==> config.mk <==
export PLATFORM = sky130hd
export DESIGN_NAME = alu_exec_ctrl
export DESIGN_NICKNAME = d
export VERILOG_FILES = /design/src/rtl/alu_pkg.sv /design/src/rtl/regfile_4x8.sv /design/src/rtl/alu_exec_ctrl.sv
export SDC_FILE = /design/constraint.sdc
export NUM_CORES = 1
export LEC_CHECK = 0
export ABC_AREA = 1
export CORE_ASPECT_RATIO = 0.7
export CORE_MARGIN = 1
export CORE_UTILIZATION = 56
export CTS_BUF_LIST = sky130_fd_sc_hd__clkbuf_4 sky130_fd_sc_hd__clkbuf_8
export CTS_CLUSTER_SIZE = 12
export DETAILED_ROUTE_END_ITERATION = 10
export GPL_ROUTABILITY_DRIVEN = 0
export PLACE_DENSITY = 0.87
export SKIP_CTS_REPAIR_TIMING = 1
export SLEW_MARGIN = 25
export SYNTH_ARGS = -nofsm -noshare
export SYNTH_HDL_FRONTEND = slang
export SYNTH_SLANG_ARGS = --single-unit
==> constraint.sdc <==
create_clock -name clk -period 3.6 [get_ports clk]
set_input_delay 0.9 -clock clk [delete_from_list [all_inputs] [get_ports clk]]
set_output_delay 0.9 -clock clk [all_outputs]
set_load 0.05 [all_outputs]
==> src/rtl/alu_pkg.sv <==
// Shared definitions for the ALU execute stage.
//   WIDTH / NREG  : datapath width and register-file depth
//   OP_*          : opcode encodings (OP_0..OP_8 drive the ALU, OP_LDI loads an immediate)
//   SEL_*         : 5-bit ALU select patterns {s4,s3,s2,s1,s0}
//   state_e       : execute-stage FSM states
//   decode()      : opcode -> ALU select, zero for LDI and illegal opcodes
package alu_pkg;

  localparam int unsigned WIDTH     = 8;
  localparam int unsigned NREG      = 4;
  localparam int unsigned REG_IDX_W = $clog2(NREG);

  localparam logic [3:0] OP_0   = 4'h0;
  localparam logic [3:0] OP_1   = 4'h1;
  localparam logic [3:0] OP_2   = 4'h2;
  localparam logic [3:0] OP_3   = 4'h3;
  localparam logic [3:0] OP_4   = 4'h4;
  localparam logic [3:0] OP_5   = 4'h5;
  localparam logic [3:0] OP_6   = 4'h6;
  localparam logic [3:0] OP_7   = 4'h7;
  localparam logic [3:0] OP_8   = 4'h8;
  localparam logic [3:0] OP_LDI = 4'hF;

  localparam logic [4:0] SEL_0 = 5'b00000;
  localparam logic [4:0] SEL_1 = 5'b00001;
  localparam logic [4:0] SEL_2 = 5'b00010;
  localparam logic [4:0] SEL_3 = 5'b00011;
  localparam logic [4:0] SEL_4 = 5'b01100;
  localparam logic [4:0] SEL_5 = 5'b10100;
  localparam logic [4:0] SEL_6 = 5'b10000;
  localparam logic [4:0] SEL_7 = 5'b00100;
  localparam logic [4:0] SEL_8 = 5'b01000;

  typedef enum logic [1:0] {IDLE, EXEC, WB} state_e;

  function automatic logic [4:0] decode(input logic [3:0] op);
    case (op)
      OP_0:    return SEL_0;
      OP_1:    return SEL_1;
      OP_2:    return SEL_2;
      OP_3:    return SEL_3;
      OP_4:    return SEL_4;
      OP_5:    return SEL_5;
      OP_6:    return SEL_6;
      OP_7:    return SEL_7;
      OP_8:    return SEL_8;
      default: return SEL_0;
    endcase
  endfunction

  function automatic logic is_alu_op(input logic [3:0] op);
    return op <= OP_8;
  endfunction

endpackage

==> src/rtl/regfile_4x8.sv <==
// Small register file.
//   clk, rst          : clock, synchronous active-high reset (clears every entry)
//   we, waddr, wdata  : synchronous write port
//   raddr_a / rdata_a : combinational read port A
//   raddr_b / rdata_b : combinational read port B
//   dbg_sel / dbg_data: combinational debug read port
module regfile_4x8 #(
  parameter int unsigned WIDTH = 8,
  parameter int unsigned NREG  = 4,
  parameter int unsigned IDX_W = $clog2(NREG)
) (
  input  logic             clk,
  input  logic             rst,
  input  logic             we,
  input  logic [IDX_W-1:0] waddr,
  input  logic [WIDTH-1:0] wdata,
  input  logic [IDX_W-1:0] raddr_a,
  output logic [WIDTH-1:0] rdata_a,
  input  logic [IDX_W-1:0] raddr_b,
  output logic [WIDTH-1:0] rdata_b,
  input  logic [IDX_W-1:0] dbg_sel,
  output logic [WIDTH-1:0] dbg_data
);

  logic [WIDTH-1:0] mem_q [NREG];

  always_ff @(posedge clk) begin
    if (rst) begin
      for (int i = 0; i < int'(NREG); i++) begin
        mem_q[i] <= '0;
      end
    end else if (we) begin
      mem_q[waddr] <= wdata;
    end
  end

  assign rdata_a  = mem_q[raddr_a];
  assign rdata_b  = mem_q[raddr_b];
  assign dbg_data = mem_q[dbg_sel];

endmodule

==> src/rtl/alu_exec_ctrl.sv <==
// Execute stage wrapped around an external combinational ALU.
// Accepts one instruction per handshake (IDLE), drives operands and selects to the ALU (EXEC),
// then writes the captured result back (WB). One instruction every three cycles.
//   clk, rst                    : clock, synchronous active-high reset
//   instr_valid / instr_ready   : instruction handshake; ready only in IDLE
//   instr_op/rd/ra/rb/imm       : opcode, destination, operand registers, LDI immediate
//   alu_a, alu_b, alu_s         : registered operands and select lines to the ALU
//   alu_y, alu_c                : ALU result and carry
//   done, err, result           : retire pulse, illegal-opcode flag, written-back value
//   carry_flag                  : architectural carry flag
//   dbg_sel / dbg_data          : combinational register-file peek
module alu_exec_ctrl
  import alu_pkg::*;
(
  input  logic                 clk,
  input  logic                 rst,
  input  logic                 instr_valid,
  output logic                 instr_ready,
  input  logic [3:0]           instr_op,
  input  logic [REG_IDX_W-1:0] instr_rd,
  input  logic [REG_IDX_W-1:0] instr_ra,
  input  logic [REG_IDX_W-1:0] instr_rb,
  input  logic [WIDTH-1:0]     instr_imm,
  output logic [WIDTH-1:0]     alu_a,
  output logic [WIDTH-1:0]     alu_b,
  output logic [4:0]           alu_s,
  input  logic [WIDTH-1:0]     alu_y,
  input  logic                 alu_c,
  output logic                 done,
  output logic                 err,
  output logic [WIDTH-1:0]     result,
  output logic                 carry_flag,
  input  logic [REG_IDX_W-1:0] dbg_sel,
  output logic [WIDTH-1:0]     dbg_data
);

  state_e               state_q, state_d;
  logic [3:0]           op_q;
  logic [REG_IDX_W-1:0] rd_q;
  logic [WIDTH-1:0]     imm_q, a_q, b_q, y_q;
  logic                 c_q, carry_q;
  logic [WIDTH-1:0]     rdata_a, rdata_b, wdata;
  logic                 accept, is_ldi, is_alu, wb_we;

  assign accept = (state_q == IDLE) && instr_valid;
  assign is_ldi = (op_q == OP_LDI);
  assign is_alu = is_alu_op(op_q);
  assign wb_we  = (state_q == WB) && (is_alu || is_ldi);
  assign wdata  = is_ldi ? imm_q : y_q;

  regfile_4x8 #(
    .WIDTH (WIDTH),
    .NREG  (NREG)
  ) u_regfile (
    .clk      (clk),
    .rst      (rst),
    .we       (wb_we),
    .waddr    (rd_q),
    .wdata    (wdata),
    .raddr_a  (instr_ra),
    .rdata_a  (rdata_a),
    .raddr_b  (instr_rb),
    .rdata_b  (rdata_b),
    .dbg_sel  (dbg_sel),
    .dbg_data (dbg_data)
  );

  always_ff @(posedge clk) begin
    if (rst) begin
      state_q <= IDLE;
    end else begin
      state_q <= state_d;
    end
  end

  always_comb begin
    state_d = state_q;
    case (state_q)
      IDLE:    if (instr_valid) state_d = EXEC;
      EXEC:    state_d = WB;
      WB:      state_d = IDLE;
      default: state_d = IDLE;
    endcase
  end

  always_comb begin
    instr_ready = (state_q == IDLE);
    alu_s       = SEL_0;
    done        = 1'b0;
    err         = 1'b0;
    result      = '0;
    if (state_q == EXEC) begin
      alu_s = decode(op_q);
    end
    if (state_q == WB) begin
      done   = 1'b1;
      err    = !(is_alu || is_ldi);
      result = wb_we ? wdata : '0;
    end
  end

  // Operands are read at accept time, so rd == ra/rb sees the pre-write value.
  always_ff @(posedge clk) begin
    if (rst) begin
      op_q    <= '0;
      rd_q    <= '0;
      imm_q   <= '0;
      a_q     <= '0;
      b_q     <= '0;
      y_q     <= '0;
      c_q     <= 1'b0;
      carry_q <= 1'b0;
    end else begin
      if (accept) begin
        op_q  <= instr_op;
        rd_q  <= instr_rd;
        imm_q <= instr_imm;
        a_q   <= rdata_a;
        b_q   <= rdata_b;
      end
      if (state_q == EXEC) begin
        y_q <= alu_y;
        c_q <= alu_c;
      end
      if ((state_q == WB) && is_alu) begin
        carry_q <= c_q;
      end
    end
  end

  assign alu_a      = a_q;
  assign alu_b      = b_q;
  assign carry_flag = carry_q;

endmodule
## Word level (Yosys, flattened, before mapping)

Memory sizes are Yosys's and may differ from the RTL's. A register that Yosys moved wholly into a read port is not among the register bits.
Cells that the tools add are included.

| word-level totals | value |
|---|---|
| register bits after elaboration | 26 |
| RAM bits | 32 |
| bits in read-only memories | 80 |
| input port bits | 32 |
| output and inout bits | 41 |
| memories | 2 |

| operators by class | value |
|---|---|
| order comparisons | 1 |
| equal/unequal tests | 4 |
| mux-type cells | 18 |
| reduce and logical (&&, ||, !) cells | 7 |

Memories:

| name | depth | bits a word | read ports | clocked after memory_dff | write ports | line | source |
|---|---|---|---|---|---|---|---|
| (no name shown) | 16 | 5 | 1 | 1 | 0 | alu_pkg.sv:37 | `case (op)` |
| u_regfile.mem_q | 4 | 8 | 3 | 2 | 4 | regfile_4x8.sv:25 | `logic [WIDTH-1:0] mem_q [NREG];` |

Operator list:

| operator | count |
|---|---|
| $mux W8 | 4 |
| $mux W1 | 8 |
| $mux W4 | 2 |
| $reduce_or A8 Y1 | 1 |
| $mux W5 | 1 |
| $eq A4 B4 Y1 const B | 1 |
| $le A4 B4 Y1 const B | 1 |
| $mux W2 | 2 |
| $pmux W2 S2 | 1 |
| $logic_and A1 B1 Y1 | 3 |
| $eq A2 B1 Y1 const B | 1 |
| $eq A2 B2 Y1 const B | 1 |
| $logic_not A2 Y1 | 1 |
| $ne A2 B2 Y1 const B | 1 |
| $logic_not A1 Y1 | 1 |
| $logic_or A1 B1 Y1 | 1 |

## Longest topological paths before layout

Gate-level depths: netlist of run 1.

| logic depth | value |
|---|---|
| word-level depth | 8 |
| depth in mapped cells | 9 |
| gate-level depth less buffers | 9 |

## Cells and area by module

From an unflattened synthesis of run 1, not the netlist that was laid out.

| unflattened totals | value |
|---|---|
| cells, all modules | 573 |
| area total of the unflattened synthesis | 4092.7 um2 |

Modules (own cells, without submodules):

| module | instances | cells an instance | area an instance (um2) |
|---|---|---|---|
| regfile_4x8 | 1 | 305 | 2152.1 |
| alu_exec_ctrl | 1 | 268 | 1940.6 |

## Worst setup path before layout of run 1

No wires, ideal clock.

| timing path | value |
|---|---|
| path kind | in2out |
| from | input dbg_sel[0] |
| to | output dbg_data[4] |
| arrival time | 2.291 ns |
| data required time | 2.700 ns |
| path slack | 0.409 ns |
| stages on the path | 5 |
| path buffers | 2 |
| cells stage by stage | buf_2 -> inv_1 -> clkbuf_1 -> a21oi_1 -> a21oi_1 |

| on the way | value |
|---|---|
| cells in the longest elaborated chain, start to end | 1 |

Ends and longest elaborated chain:

| what | line | source |
|---|---|---|
| start: declaration | alu_exec_ctrl.sv:33 | `input logic [REG_IDX_W-1:0] dbg_sel,` |
| $mem_v2 Z4 W8 | - |  |
| end: declaration | alu_exec_ctrl.sv:34 | `output logic [WIDTH-1:0] dbg_data` |

Every way passes these cells.

## Worst setup path after layout of run 1

| timing path | value |
|---|---|
| from | input dbg_sel[0] |
| to | output dbg_data[3] |

Same word-level chain as after synthesis.

==> metrics list, run 1 <==
- Outcome: finished, final reports clean
* Fraction of layout cells with a size suffix above 1: 8.98%
- STA classifies the critical path endpoint as an output pin.
- Maximum clock skew at final layout: 0.00709 ns
- Global routing used 30.2% of the available tracks across all layers.
- Number of synthesized register bits: 79
* Most common cell after layout, fill and taps aside: sky130_fd_sc_hd__nor2_1
- Detailed-route wire length: 10100 µm
* Boundary Pins: 73
- Counting instances, the worst hold path has a depth of 2.
* Number of remaining DRC errors: 0
* Tightest Hold Check Type: reg2reg
- In this run the number of H-tree levels came out at 3.
* Worst-Margin Slew: 0.765 ns
- Counting every net in the synthesized netlist gives 521.
- Across the VDD grid, the largest voltage drop is 223 µV.
- Final worst hold slack: 0.463 ns
- Counting the buffers created by CTS gives 9.
* Clock insertion delay at the later pin of the skew report: 0.36 ns
- Top-area cell type share of the netlist area: 25.0%
* Cell type with the highest aggregate area in the netlist: sky130_fd_sc_hd__edfxtp_1
* Avg WL per Cell: 15.7 µm
- Setup total negative slack on the finished layout was measured at 0 ns.
* TritonCTS clock tree: yes
- The placed instances occupy a cell area of 4680 µm².
- During placement, the flow inserted port buffers numbering 72.
- The detailed router finished its first iteration with 444 violations.
* Horizontal extent of the die: 101 µm
* Shortest period the worst path allows: 3.36 ns
- Total core area: 6430 µm²
- Summing the sequential cell areas from Yosys gives 49.5% of the chip area.
- Synthesized cell area: 3840 µm²
* Critical path type: in2out
* Area added between synthesis and finish: 26.8%
- Once the floorplan was initialized, standard cells occupied 59.7% of the core.
* Congestion Overflow GR: 0
- For this run, the top clock speed supported by timing is 0.298 GHz.
- In this run the static leakage power is 1.97 nW.
* Headroom to the max-slew limit: 48.8%
* Final setup fails: 0
- The tree is rooted in a sky130_fd_sc_hd__clkbuf_8.
- Clock tree synthesis found a total of 79 sinks.
* Floorplan row count: 24
- Die footprint: 7200 µm²
* Detailed placer's ending HPWL: 7580 µm
- Vert. Die Dim: 71.3 µm
- For flop-to-flop paths, the worst setup slack is 1.49 ns.
- Number of pins with negative max-slew slack in the final report: 0
- Leaving out fill and tap cells, the most frequent cells in the layout are sky130_fd_sc_hd__nor2_1, sky130_fd_sc_hd__o21ai_0, sky130_fd_sc_hd__clkdlybuf4s50_1.
- The first global-routing pass estimated 16100 µm of wire.
- Unrepaired setup endpoints after global routing: no
- Reported max-cap violation count: 0
- After synthesis, the cell types taking the most area are sky130_fd_sc_hd__edfxtp_1, sky130_fd_sc_hd__dfxtp_1, sky130_fd_sc_hd__o21ai_0.
* Power density cells: 430 nW/µm²
- Part of the cycle the worst path needs: 93.3%
- The number of global-route vias before repair is 3226.
* Detailed-route via count: 3611
- The clock passes through at most 2 buffers.
* Gate count after technology mapping: 487
* Crit Path Max Fanout: 24
* Critical R2R Capture: u_regfile.mem_q[1][7]
- Clock transition at the register clock pins on the worst setup and hold paths after CTS: 0.09 ns
- After routing the design area is 4870 µm².
* Number of antenna-violating nets in the routed design: 0
* Worst Setup Start Kind: input pin
* Hold Path Sink: y_q[5]
- Number of detailed-routing iterations run before antenna repair: 6
- The number of cells on the worst reg-to-reg path is 6.
- The number of antenna diodes in the final layout is 0.
- At the worst endpoint, the arrival time is 2.46 ns.
- For the worst setup path, the data required time is 2.70 ns.
- Largest net degree at the start of global routing: 35
* Initial antenna violation count: 0
- During synthesis, Yosys emitted a total of 0 warnings.
* Total Nets Final: 586
- The worst hold path begins at y_q[5].
* Via density per instance: 5.57
- Total count of hold-check failures in the final report: 0
- Avg Inst Size Synth: 7.88 µm²
* R2R Path Start: op_q[3]
- Synthesis instantiated 29 different standard cells from the library.
final cells by class:
type / instances / area, µm²
timing repair buffer: 79 / 853
sequential: 79 / 1900
fill: 483 / 1560
multi-input combinational: 327 / 1600
inverter: 56 / 213
clock inverter: 7 / 61.3
clock buffer: 9 / 124
tap: 91 / 114
registers in the layout (all words and copies together) (netlist names), named ones only:
register and cells:
state_q 2, u_regfile.mem_q 32, c_q 1, y_q 8, imm_q 8, carry_flag 1, alu_b 8, op_q 4
alu_a 8, rd_q 2
through the flow:
step / power, W / util [%] / worst slack [ns] / instances
6_report: 0.00209 / 75.7 / 0.241 / 648
4_1_cts: 0.00209 / 75.7 / 0.240 / 648
5_1_grt: 0.00218 / 75.7 / 0.103 / 648
3_3_place_gp: 0.00146 / 72.9 / 0.398 / 632
2_1_floorplan: 0.00131 / - / 0.409 / 487
3_5_place_dp: 0.00148 / 72.9 / 0.266 / 632
cells in the mapped netlist (all sizes together):
cell,number
inv,55
edfxtp,32
nand4,2
nor3,25
buf,9
nand3,5
clkbuf,16
ha,2
o211ai,1
dfxtp,47
nand2,38
or2,1
clkinv,1
a21oi,52
nor2,98
o21ai,103
metal layers:
metal  vias to the layer above  global-route usage [%]  part of all wire (%)
li1                       1754                       -                     -
met5                         -                       0                     0
met1                      1612                    41.7                    41
met3                        26                    7.32                    12
met4                         0                    10.3                   1.4
met2                       219                    47.0                    45
worst max path at each step:
stage                     startpoint           to  slack, ns  depth (start not counted)
final                     dbg_sel[0]  dbg_data[3]       0.24                          6
after floorplan           dbg_sel[0]  dbg_data[4]       0.41                          5
after global routing      dbg_sel[0]  dbg_data[3]       0.10                          6
after global placement    dbg_sel[0]  dbg_data[7]       0.40                          6
after detailed placement  dbg_sel[0]  dbg_data[3]       0.27                          6
after CTS                    op_q[3]    result[7]       0.24                          7
power by group:
| group | internal [W] | switching (W) | leakage [nW] |
|---|---|---|---|
| Sequential | 0.000986 | 0.0000398 | 0.719 |
| Combinational | 0.000157 | 0.000282 | 1.16 |
| Clock | 0.000265 | 0.000363 | 0.0892 |
| Total | 0.00141 | 0.000685 | 1.97 |
critical path, cell delays in order:
cell and delay (ns):
sky130_fd_sc_hd__clkdlybuf4s50_1 0.48, sky130_fd_sc_hd__inv_1 0.26, sky130_fd_sc_hd__o21ai_0 0.34, sky130_fd_sc_hd__a21oi_1 0.07
sky130_fd_sc_hd__a21oi_1 0.24, sky130_fd_sc_hd__buf_12 0.17
cell families (layout without fill, tap and decap cells):
group | after synthesis | in the layout | synth area share (%)
buf+inv | 81 | 151 | 8.77
simple gates | 169 | 169 | 20.0
fa+ha+maj | 2 | 2 | 0.652
flops | 79 | 79 | 49.5
compound gates | 156 | 156 | 21.0
Power figures use the tool's default switching activity.
==> run 2: changes to the inputs <==
Settings changed: RECOVER_POWER from default to 50.
==> metrics list, run 2 (synthesized netlist as in run 1, its figures left out) <==
- The routed length per instance is 15.7 µm (+0.54%).
- The final critical path time including I/O delays and setup was 3.38 ns (+0.0225 ns).
- The power density normalized to cell area came to 434 nW/µm² (+0.95%).
* Unrepaired setup endpoints after global routing: no
- Post-Layout Cell Count: 648 (unchanged)
- Most common cell after layout, fill and taps aside: sky130_fd_sc_hd__nor2_1
- Highest achievable clock rate: 0.296 GHz (-0.66%)
* H-tree levels: 3 (unchanged)
* Total global routing track utilization: 30.2% (unchanged)
* Reported max-cap violation count: 0 (unchanged)
- Combinational fraction of design power: 20.8% (-0.2 points)
- Flip-flop count of the largest register after layout: 32 (unchanged)
* Filler cell count: 493 (+2.1%)
* Placed Instances: 632 (unchanged)
- The final reports fail on design-rule violations.
- The via count was 3656 (+1.2%).
* Outcome: complete, but fails checks
- The leakage power was 1.96 nW (-0.37%).
- Vert. Die Dim: 71.3 µm (unchanged)
- Largest net degree at the start of global routing: 35 (unchanged)
- Net switching fraction of the power: 32.6% (-0.085 points)
- The portion of total power attributed to the clock network was 30.0% (about the same).
* Maximum clock skew at final layout: 0.00756 ns (+0.000468 ns)
- Number of detailed-routing iterations run before antenna repair: 8 (+2)
* Diodes inserted: 0 (unchanged)
- The number of buffer cells added on primary ports is 72 (unchanged).
* Boundary Pins: 73 (unchanged)
* Number of remaining DRC errors: 1 (+1)
- The first-pass GRT wire length is 16100 µm (unchanged).
- Worst Setup Start Kind: flip-flop
* DR iter-0 viols: 493 (+11%)
* Total count of hold-check failures in the final report: 0 (unchanged)
- The CTS sink count came to 79 (unchanged).
* Post-layout util: 74.8% (-0.93 points)
- The part of the power in registers was 49.2% (+0.2 points).
* Critical Path Start: op_q[3]
* TritonCTS clock tree: yes
* Detailed placer's ending HPWL: 7580 µm (unchanged)
* Cell at the root of the clock tree: sky130_fd_sc_hd__clkbuf_8
* Total Nets Final: 586 (unchanged)
* Floorplan row count: 24 (unchanged)
- The detailed-route vias per instance is 5.64 (+1.2%).
* Setup Total Neg Slack: 0 ns (unchanged)
- The area of the die was 7200 µm² (unchanged).
* Crit end category: output pin
* Total core area: 6430 µm² (unchanged)
* Part of the cycle the worst path needs: 93.9% (+0.62 points)
- The pin slew with the least headroom to its limit came to 0.985 ns (+0.219 ns).
- Starting density of the core: 59.7% (unchanged)
- Clock insertion delay at the later pin of the skew report: 0.36 ns (about the same)
* Number of antenna-violating nets in the routed design: 0 (unchanged)
* Number of global-route vias before repair: 3226 (unchanged)
- Counting flops per register, the top entry is u_regfile.mem_q.
* Headroom to the max-slew limit: 33.7% (-15 points)
- Worst EP arrival: 2.48 ns (+0.02 ns)
- The required time of the critical path is 2.70 ns (about the same).
- The worst IR drop on VDD is 223 µV (about the same).
* Critical path type: reg2out
- The horizontal die dimension is 101 µm (unchanged).
- Initial antenna violation count: 0 (unchanged)
* Final setup fails: 0 (unchanged)
- The worst hold path begins at y_q[2].
* Commonest non-fill, non-tap cells in the layout: sky130_fd_sc_hd__nor2_1, sky130_fd_sc_hd__o21ai_0, sky130_fd_sc_hd__clkdlybuf4s50_1
- Relative to the synthesized area, the layout overhead comes to 25.2%.
- TritonCTS buffer count: 9 (unchanged)
- The total internal power came to 0.00141 W (-0.17%).
- Clock transition at the register clock pins on the worst setup and hold paths after CTS: 0.09 ns (about the same)
* Fraction of layout cells with a size suffix above 1: 7.54% (-1.4 points)
- Congestion Overflow GR: 0 (unchanged)
- Net Sw Power: 0.000681 W (-0.56%)
- Number of pins with negative max-slew slack in the final report: 0 (unchanged)
- The path class of the tightest hold or removal check is reg2reg.
* Crit Path Max Fanout: 17 (-29%)
- The total wirelength of the detailed-routed design was 10200 µm (+0.54%).
- R2R Path Start: op_q[3]
- The buffer depth of the longest clock path is 2 (unchanged).
[run 2: cell types whose count changed in the layout (fill, tap and decap cells not counted), moves of 2 or more]
cell                       change
sky130_fd_sc_hd__o21ai_0       +3
sky130_fd_sc_hd__o21ai_1       -3
sky130_fd_sc_hd__buf_4         -2
sky130_fd_sc_hd__clkbuf_1      +2
sky130_fd_sc_hd__nand3_1       +2
sky130_fd_sc_hd__nand4_1       +2
sky130_fd_sc_hd__nand4_4       -2
[run 2: worst paths after layout]
check,slack [ns],to,cells after the start
min reg2reg,0.46,y_q[2],2
max reg2reg,1.21,u_regfile.mem_q[1][7],6
max,0.22,result[7],7
min,0.46,y_q[2],2
[run 2: final cells by class]
class	instances	area, µm²	share of cell area (%)
multi-input combinational	327	1550	32.2
clock buffer	9	124	2.58
tap	91	114	2.37
sequential	79	1900	39.6
inverter	56	213	4.42
clock inverter	7	61.3	1.28
timing repair buffer	79	846	17.6
[run 2: metal layers]
metal  GRT usage [%]  up-vias  wire length [µm]
li1                -     1750                 -
met5               0        -                 0
met2            47.0      223              4580
met1            41.7     1655              4320
met4            10.3        0               167
met3            7.32       28              1140
[run 2: power groups by stage]
stage | logic [W] | clock network (W) | registers [W]
floorplan | 0.000221 | 0 | 0.00109
global route | 0.000469 | 0.000672 | 0.00103
detailed placement | 0.000435 | 0 | 0.00104
CTS | 0.000437 | 0.000631 | 0.00102
finish | 0.000433 | 0.000627 | 0.00103
global placement | 0.000422 | 0 | 0.00104
[run 2: worst max-delay path, stage by stage (launching register included)]
cell	delay, ns
sky130_fd_sc_hd__dfxtp_1	0.39
sky130_fd_sc_hd__nand2_1	0.06
sky130_fd_sc_hd__inv_1	0.09
sky130_fd_sc_hd__nand2_4	0.15
sky130_fd_sc_hd__nand3_1	0.27
sky130_fd_sc_hd__nand2_2	0.21
sky130_fd_sc_hd__nor2_1	0.14
sky130_fd_sc_hd__clkdlybuf4s50_1	0.81
[run 2: metrics by stage]
stage	power [W]	worst slack, ns	area, µm²	hold WS, ns
2_1_floorplan	0.00131	0.409	3840	0.430
3_3_place_gp	0.00146	0.398	4680	0.444
3_5_place_dp	0.00148	0.266	4680	0.450
4_1_cts	0.00209	0.240	4870	0.463
5_1_grt	0.00217	0.0745	4810	0.496
6_report	0.00209	0.218	4810	0.464
